$ cat src/rtl/adc_pkg.sv
// Shared sample types for the ADC capture path
// and its downstream consumers.
package adc_pkg;

  localparam int SAMPLE_W = 12;

  typedef logic [SAMPLE_W-1:0] sample_t;

  localparam sample_t SAMPLE_MAX = 12'hFFF;

  function automatic sample_t smin(sample_t a, sample_t b);
    return (a < b) ? a : b;
  endfunction

  function automatic sample_t smax(sample_t a, sample_t b);
    return (a > b) ? a : b;
  endfunction

endpackage

$ cat src/rtl/adc_sample_averager.sv
// Windowed mean/min/max of the ADC sample stream
// with a one-slot valid/ready result register.
module adc_sample_averager
  import adc_pkg::*;
#(
  parameter int AVG_LOG2 = 3
) (
  input  logic                Clk,
  input  logic                Rst,
  input  logic [SAMPLE_W-1:0] In_data,
  input  logic                In_valid,
  output logic [SAMPLE_W-1:0] Out_data,
  output logic [SAMPLE_W-1:0] Out_min,
  output logic [SAMPLE_W-1:0] Out_max,
  output logic                Out_valid,
  input  logic                Out_ready,
  output logic                Overrun
);

  localparam int ACC_W = SAMPLE_W + AVG_LOG2;
  // N = 1 still needs a one-bit counter stuck at 0
  localparam int CNT_W = (AVG_LOG2 > 0) ? AVG_LOG2 : 1;
  localparam logic [CNT_W-1:0] LAST =
    CNT_W'((1 << AVG_LOG2) - 1);

  logic [ACC_W-1:0] acc_q;
  logic [CNT_W-1:0] cnt_q;
  sample_t          min_q;
  sample_t          max_q;

  sample_t          data_q;
  sample_t          omin_q;
  sample_t          omax_q;
  logic             valid_q;
  logic             ovr_q;

  logic [ACC_W-1:0] sum;
  sample_t          win_min;
  sample_t          win_max;
  sample_t          mean;
  logic             done;
  logic             slot_open;
  logic             load;
  logic             drop;

  // Window arithmetic including the current sample
  always_comb begin
    sum       = acc_q + ACC_W'(In_data);
    win_min   = smin(min_q, In_data);
    win_max   = smax(max_q, In_data);
    mean      = sample_t'(sum >> AVG_LOG2);
    done      = In_valid && (cnt_q == LAST);
    slot_open = !valid_q || Out_ready;
    load      = done && slot_open;
    drop      = done && !slot_open;
  end

  // Running accumulator, count and extremes
  always_ff @(posedge Clk) begin
    if (Rst) begin
      acc_q <= '0;
      cnt_q <= '0;
      min_q <= SAMPLE_MAX;
      max_q <= '0;
    end else if (In_valid) begin
      if (done) begin
        acc_q <= '0;
        cnt_q <= '0;
        min_q <= SAMPLE_MAX;
        max_q <= '0;
      end else begin
        acc_q <= sum;
        cnt_q <= cnt_q + CNT_W'(1);
        min_q <= win_min;
        max_q <= win_max;
      end
    end
  end

  // Result slot: load when free or being drained
  always_ff @(posedge Clk) begin
    if (Rst) begin
      data_q  <= '0;
      omin_q  <= '0;
      omax_q  <= '0;
      valid_q <= 1'b0;
      ovr_q   <= 1'b0;
    end else begin
      ovr_q <= drop;
      if (load) begin
        data_q  <= mean;
        omin_q  <= win_min;
        omax_q  <= win_max;
        valid_q <= 1'b1;
      end else if (Out_ready) begin
        valid_q <= 1'b0;
      end
    end
  end

  assign Out_data  = data_q;
  assign Out_min   = omin_q;
  assign Out_max   = omax_q;
  assign Out_valid = valid_q;
  assign Overrun   = ovr_q;

endmodule

$ cat config.mk
export PLATFORM = sky130hd
export DESIGN_NAME = adc_sample_averager
export DESIGN_NICKNAME = d
export VERILOG_FILES = /design/src/rtl/adc_pkg.sv /design/src/rtl/adc_sample_averager.sv
export SDC_FILE = /design/constraint.sdc
export NUM_CORES = 1
export LEC_CHECK = 0
export ABC_AREA = 1
export CAP_MARGIN = 5
export CORE_MARGIN = 2
export CORE_UTILIZATION = 35
export CTS_BUF_LIST = sky130_fd_sc_hd__clkbuf_2 sky130_fd_sc_hd__clkbuf_4 sky130_fd_sc_hd__clkbuf_8
export DETAILED_ROUTE_END_ITERATION = 7
export GPL_TIMING_DRIVEN = 0
export SKIP_LAST_GASP = 1
export SLEW_MARGIN = 25
export SYNTH_ARGS = -nofsm -noshare
export SYNTH_HDL_FRONTEND = slang
export SYNTH_SLANG_ARGS = --single-unit
$ cat constraint.sdc
create_clock -name Clk -period 1.9 [get_ports Clk]
set_input_delay 0.19 -clock Clk [delete_from_list [all_inputs] [get_ports Clk]]
set_output_delay 0.19 -clock Clk [all_outputs]
set_load 0.05 [all_outputs]
==> impl_metrics.tcl <==
set metrics [dict create \
    drcViolationCount 0 \
    r2r-start "min_q[5]" \
    wire_per_inst_um 13.4 \
    grt_setup_unrepaired "true" \
    cts_hold_buf 0 \
    hold_viol 0 \
    fillers 1504 \
    die_w_um 125 \
    irDropWorstVdd_mv 0.300 \
    htree_num_levels 3 \
    internal_power_mw 2.90 \
    maxSlewViolCount 0 \
    post-dp-hpwl_um 10300 \
    worst-r2r-setup-slack_ns 0.08 \
    grt_max_degree 14 \
    synthXorXnorAreaFrac_pct 1.03 \
    hold_end "cnt_q[1]" \
    min_path_cells 3 \
    io_pins 54 \
    clkTransAtPathRegs_ns 0.08 \
    fmax_mhz 551 \
    cts_made_buffers 9 \
    syn_area_per_cell_um2 6.70 \
    syn_area_um2 5090 \
    area_growth_pct 21.2 \
    drive_gt1_share_pct 13.7 \
    cap_viol_max_count 0 \
    synthesis.nets 813 \
    synth_edf_count 0 \
    yosysSeqAreaShare_pct 31.5 \
    ys_seq_elements 80 \
    fin_skew_ns 0.0143 \
    switching_power_mw 1.40 \
    hp-class "primary input to flip-flop" \
    vias 4772 \
    cp_max_fo 10 \
    root_buffer "clkbuf_8" \
    critPathCaptureType "flip-flop" \
    totalWireLength_um 13700 \
    synth_warnings 0 \
    synth-simple-area-share_pct 38.8 \
    gr-total-overflow 0 \
    n_antenna_cell 0 \
    switching_share_pct 32.6 \
    worstPathArrival_ns 2.10 \
    async_reset_ff_share_pct 0 \
    ant_nets 0 \
    status "finished, final reports clean" \
    regArea_um2 1610 \
    clockBufferDepth 2 \
    dr.first_iter.drc_count 255 \
    r2r_cells 12 \
    worst_slack_ns 0.0835 \
    place_ws_ns -0.631 \
    setup_tns_ns 0 \
    multi_input_area_um2 2940 \
    muxShareOfSynthArea_pct 0 \
    synthAdderAreaFrac_pct 9.50 \
    synth_top_family_by_area "simple AND/OR/NAND/NOR gates" \
    grt_pass1_wl_um 22300 \
    synth_top_cell_area_share_pct 31.5 \
    tightest_slew_ns 0.752 \
    vias_per_cell 4.69 \
    ys.flop_type "dfxtp_1" \
    worst_setup_path_start_kind "flip-flop" \
    synth.most_common_cell "nand2_1" \
    slew_headroom_pct 49.9 \
    rr_endpoint "Out_min[11]" \
    leakage_nw 3.09 \
    min-delay-start "In_valid" \
    synth_compound_area_share_pct 7.48 \
    synth_cell_types 35 \
    fp-row-count 44 \
    cts.sinks 80 \
    fin_nets 883 \
    coreArea_um2 14400 \
    fin_crit_sh_pct 95.6 \
    clk_latency_ns 0.38 \
    pwr-share-seq_pct 42.5 \
    syn_inst 759 \
    track_usage_pct 17.9 \
    synth_common_cells "nand2_1 (207), inv_1 (102), nand3_1 (92), nor2_1 (87), dfxtp_1 (80)" \
    comb_power_share_pct 25.0 \
    antenna_found_initial 0 \
    power_density_nw_per_um2 698 \
    dieArea_um2 15500 \
    grt_pass1_vias 4452 \
    start_util_pct 35.4 \
    place_area_um2 5830 \
    die_y_um 125 \
    finalInstanceArea_um2 6160 \
    period_minus_slack_ns 1.82 \
    criticalPathCategory "flip-flop to flip-flop" \
    dr.pass1.iters 5 \
    cts_tree "done" \
    portBuffers 51 \
    synth_area_leaders "dfxtp_1 (31%), nand2_1 (15%), ha_1 (9.1%)" \
    setup_viol 0 \
    p_clk_share_pct 32.5 \
    synth_area_leader_cell "dfxtp_1" \
    place_congestion 0.859 \
    worstPathRequired_ns 2.18 \
]
power by group through the flow:
stage | clock, mW | sequential (mW) | combinational [mW]
3_5_place_dp | 0 | 1.86 | 1.03
6_report | 1.40 | 1.83 | 1.08
5_1_grt | 1.52 | 1.84 | 1.22
3_3_place_gp | 0 | 1.86 | 1.02
2_1_floorplan | 0 | 1.84 | 0.796
4_1_cts | 1.44 | 1.83 | 1.03
per-stage QoR:
| step | util, % | instances | hold WS (ns) | total power, mW |
|---|---|---|---|---|
| 2_1_floorplan | - | 759 | 0.381 | 2.64 |
| 3_3_place_gp | 40.6 | 994 | 0.458 | 2.88 |
| 3_5_place_dp | 40.6 | 994 | 0.459 | 2.89 |
| 5_1_grt | 42.9 | 1017 | 0.168 | 4.59 |
| 6_report | 42.9 | 1017 | 0.155 | 4.30 |
| 4_1_cts | 42.0 | 1010 | 0.155 | 4.30 |
cells by family (layout without fill, tap and decap cells):
logic type	Yosys count	count (layout)
AO/OA/AOI/OAI	66	66
XOR/XNOR	6	6
adder cells (fa/ha/maj)	38	38
buffers and inverters	141	215
flip-flops	80	80
AND/OR/NAND/NOR	428	428
metal layers:
| layer | GRT usage (%) | share of wire [%] |
|---|---|---|
| met5 | 0 | 0 |
| met4 | 5.35 | 1.3 |
| met3 | 3.31 | 2.7 |
| met2 | 30.3 | 49 |
| met1 | 23.1 | 47 |
flip-flops by register name, summed over array words and instances (netlist names):
name       flops
acc_q         15
Overrun        1
min_q         12
cnt_q          3
Out_data      12
Out_valid      1
Out_max       12
Out_min       12
max_q         12
critical path, cell delays in order (launching register included):
cell and delay [ns]:
dfxtp_2 0.35, ha_1 0.29, nand2_1 0.08, inv_1 0.04
o21ai_1 0.11, a21oi_1 0.11, nor2_4 0.19, nand2_4 0.09
buf_4 0.18, nand2_1 0.06, nand3_1 0.10, nand2_1 0.09
inv_1 0.03
layout by cell type (no fill, tap or decap), types with 2 or more instances in the layout:
cell	instances
a21o_1	2
a21oi_1	35
a21oi_2	12
and2_0	2
buf_1	2
buf_2	10
buf_4	13
bufinv_16	2
clkbuf_1	11
clkbuf_4	3
clkbuf_8	9
clkdlybuf4s15_1	2
clkdlybuf4s50_1	39
clkinv_2	2
clkinvlp_4	2
dfxtp_1	77
dfxtp_2	3
dlygate4sd2_1	10
ha_1	34
ha_2	2
inv_1	93
inv_2	14
nand2_1	207
nand2_2	2
nand2_4	13
nand3_1	89
nand3_2	15
nand3b_1	2
nand4_1	3
nor2_1	86
nor2_4	3
o21a_1	2
o21ai_0	3
o21ai_1	11
xor2_1	5
worst max path at each step:
stage,start,to,slack (ns),cells past startpoint
4_1_cts,acc_q[0],Out_data[9],0.04,10
2_1_floorplan,acc_q[0],Out_data[9],0.23,10
5_1_grt,min_q[6],Out_min[1],-0.01,12
3_3_place_gp,In_data[5],Out_min[11],-0.61,14
6_report,min_q[5],Out_min[11],0.08,12
3_5_place_dp,In_data[5],Out_min[11],-0.63,14
timing repair:
action	4_1_cts	5_1_grt
setup endpoints to repair	50	45
buffers inserted	1	6
resized for setup	20	22
cloned	0	1
pin swaps	1	7
final cells by class:
class | instances | area share [%]
plain buffers | 34 | 3.27
clock buffers | 9 | 2.01
clock inverters | 6 | 1.38
inverters | 107 | 6.52
multi-input cells | 538 | 47.7
flip-flops and latches | 80 | 26.0
well taps | 184 | 3.74
repair buffers | 59 | 9.34
No activity file was read; power rests on OpenSTA's default activity.
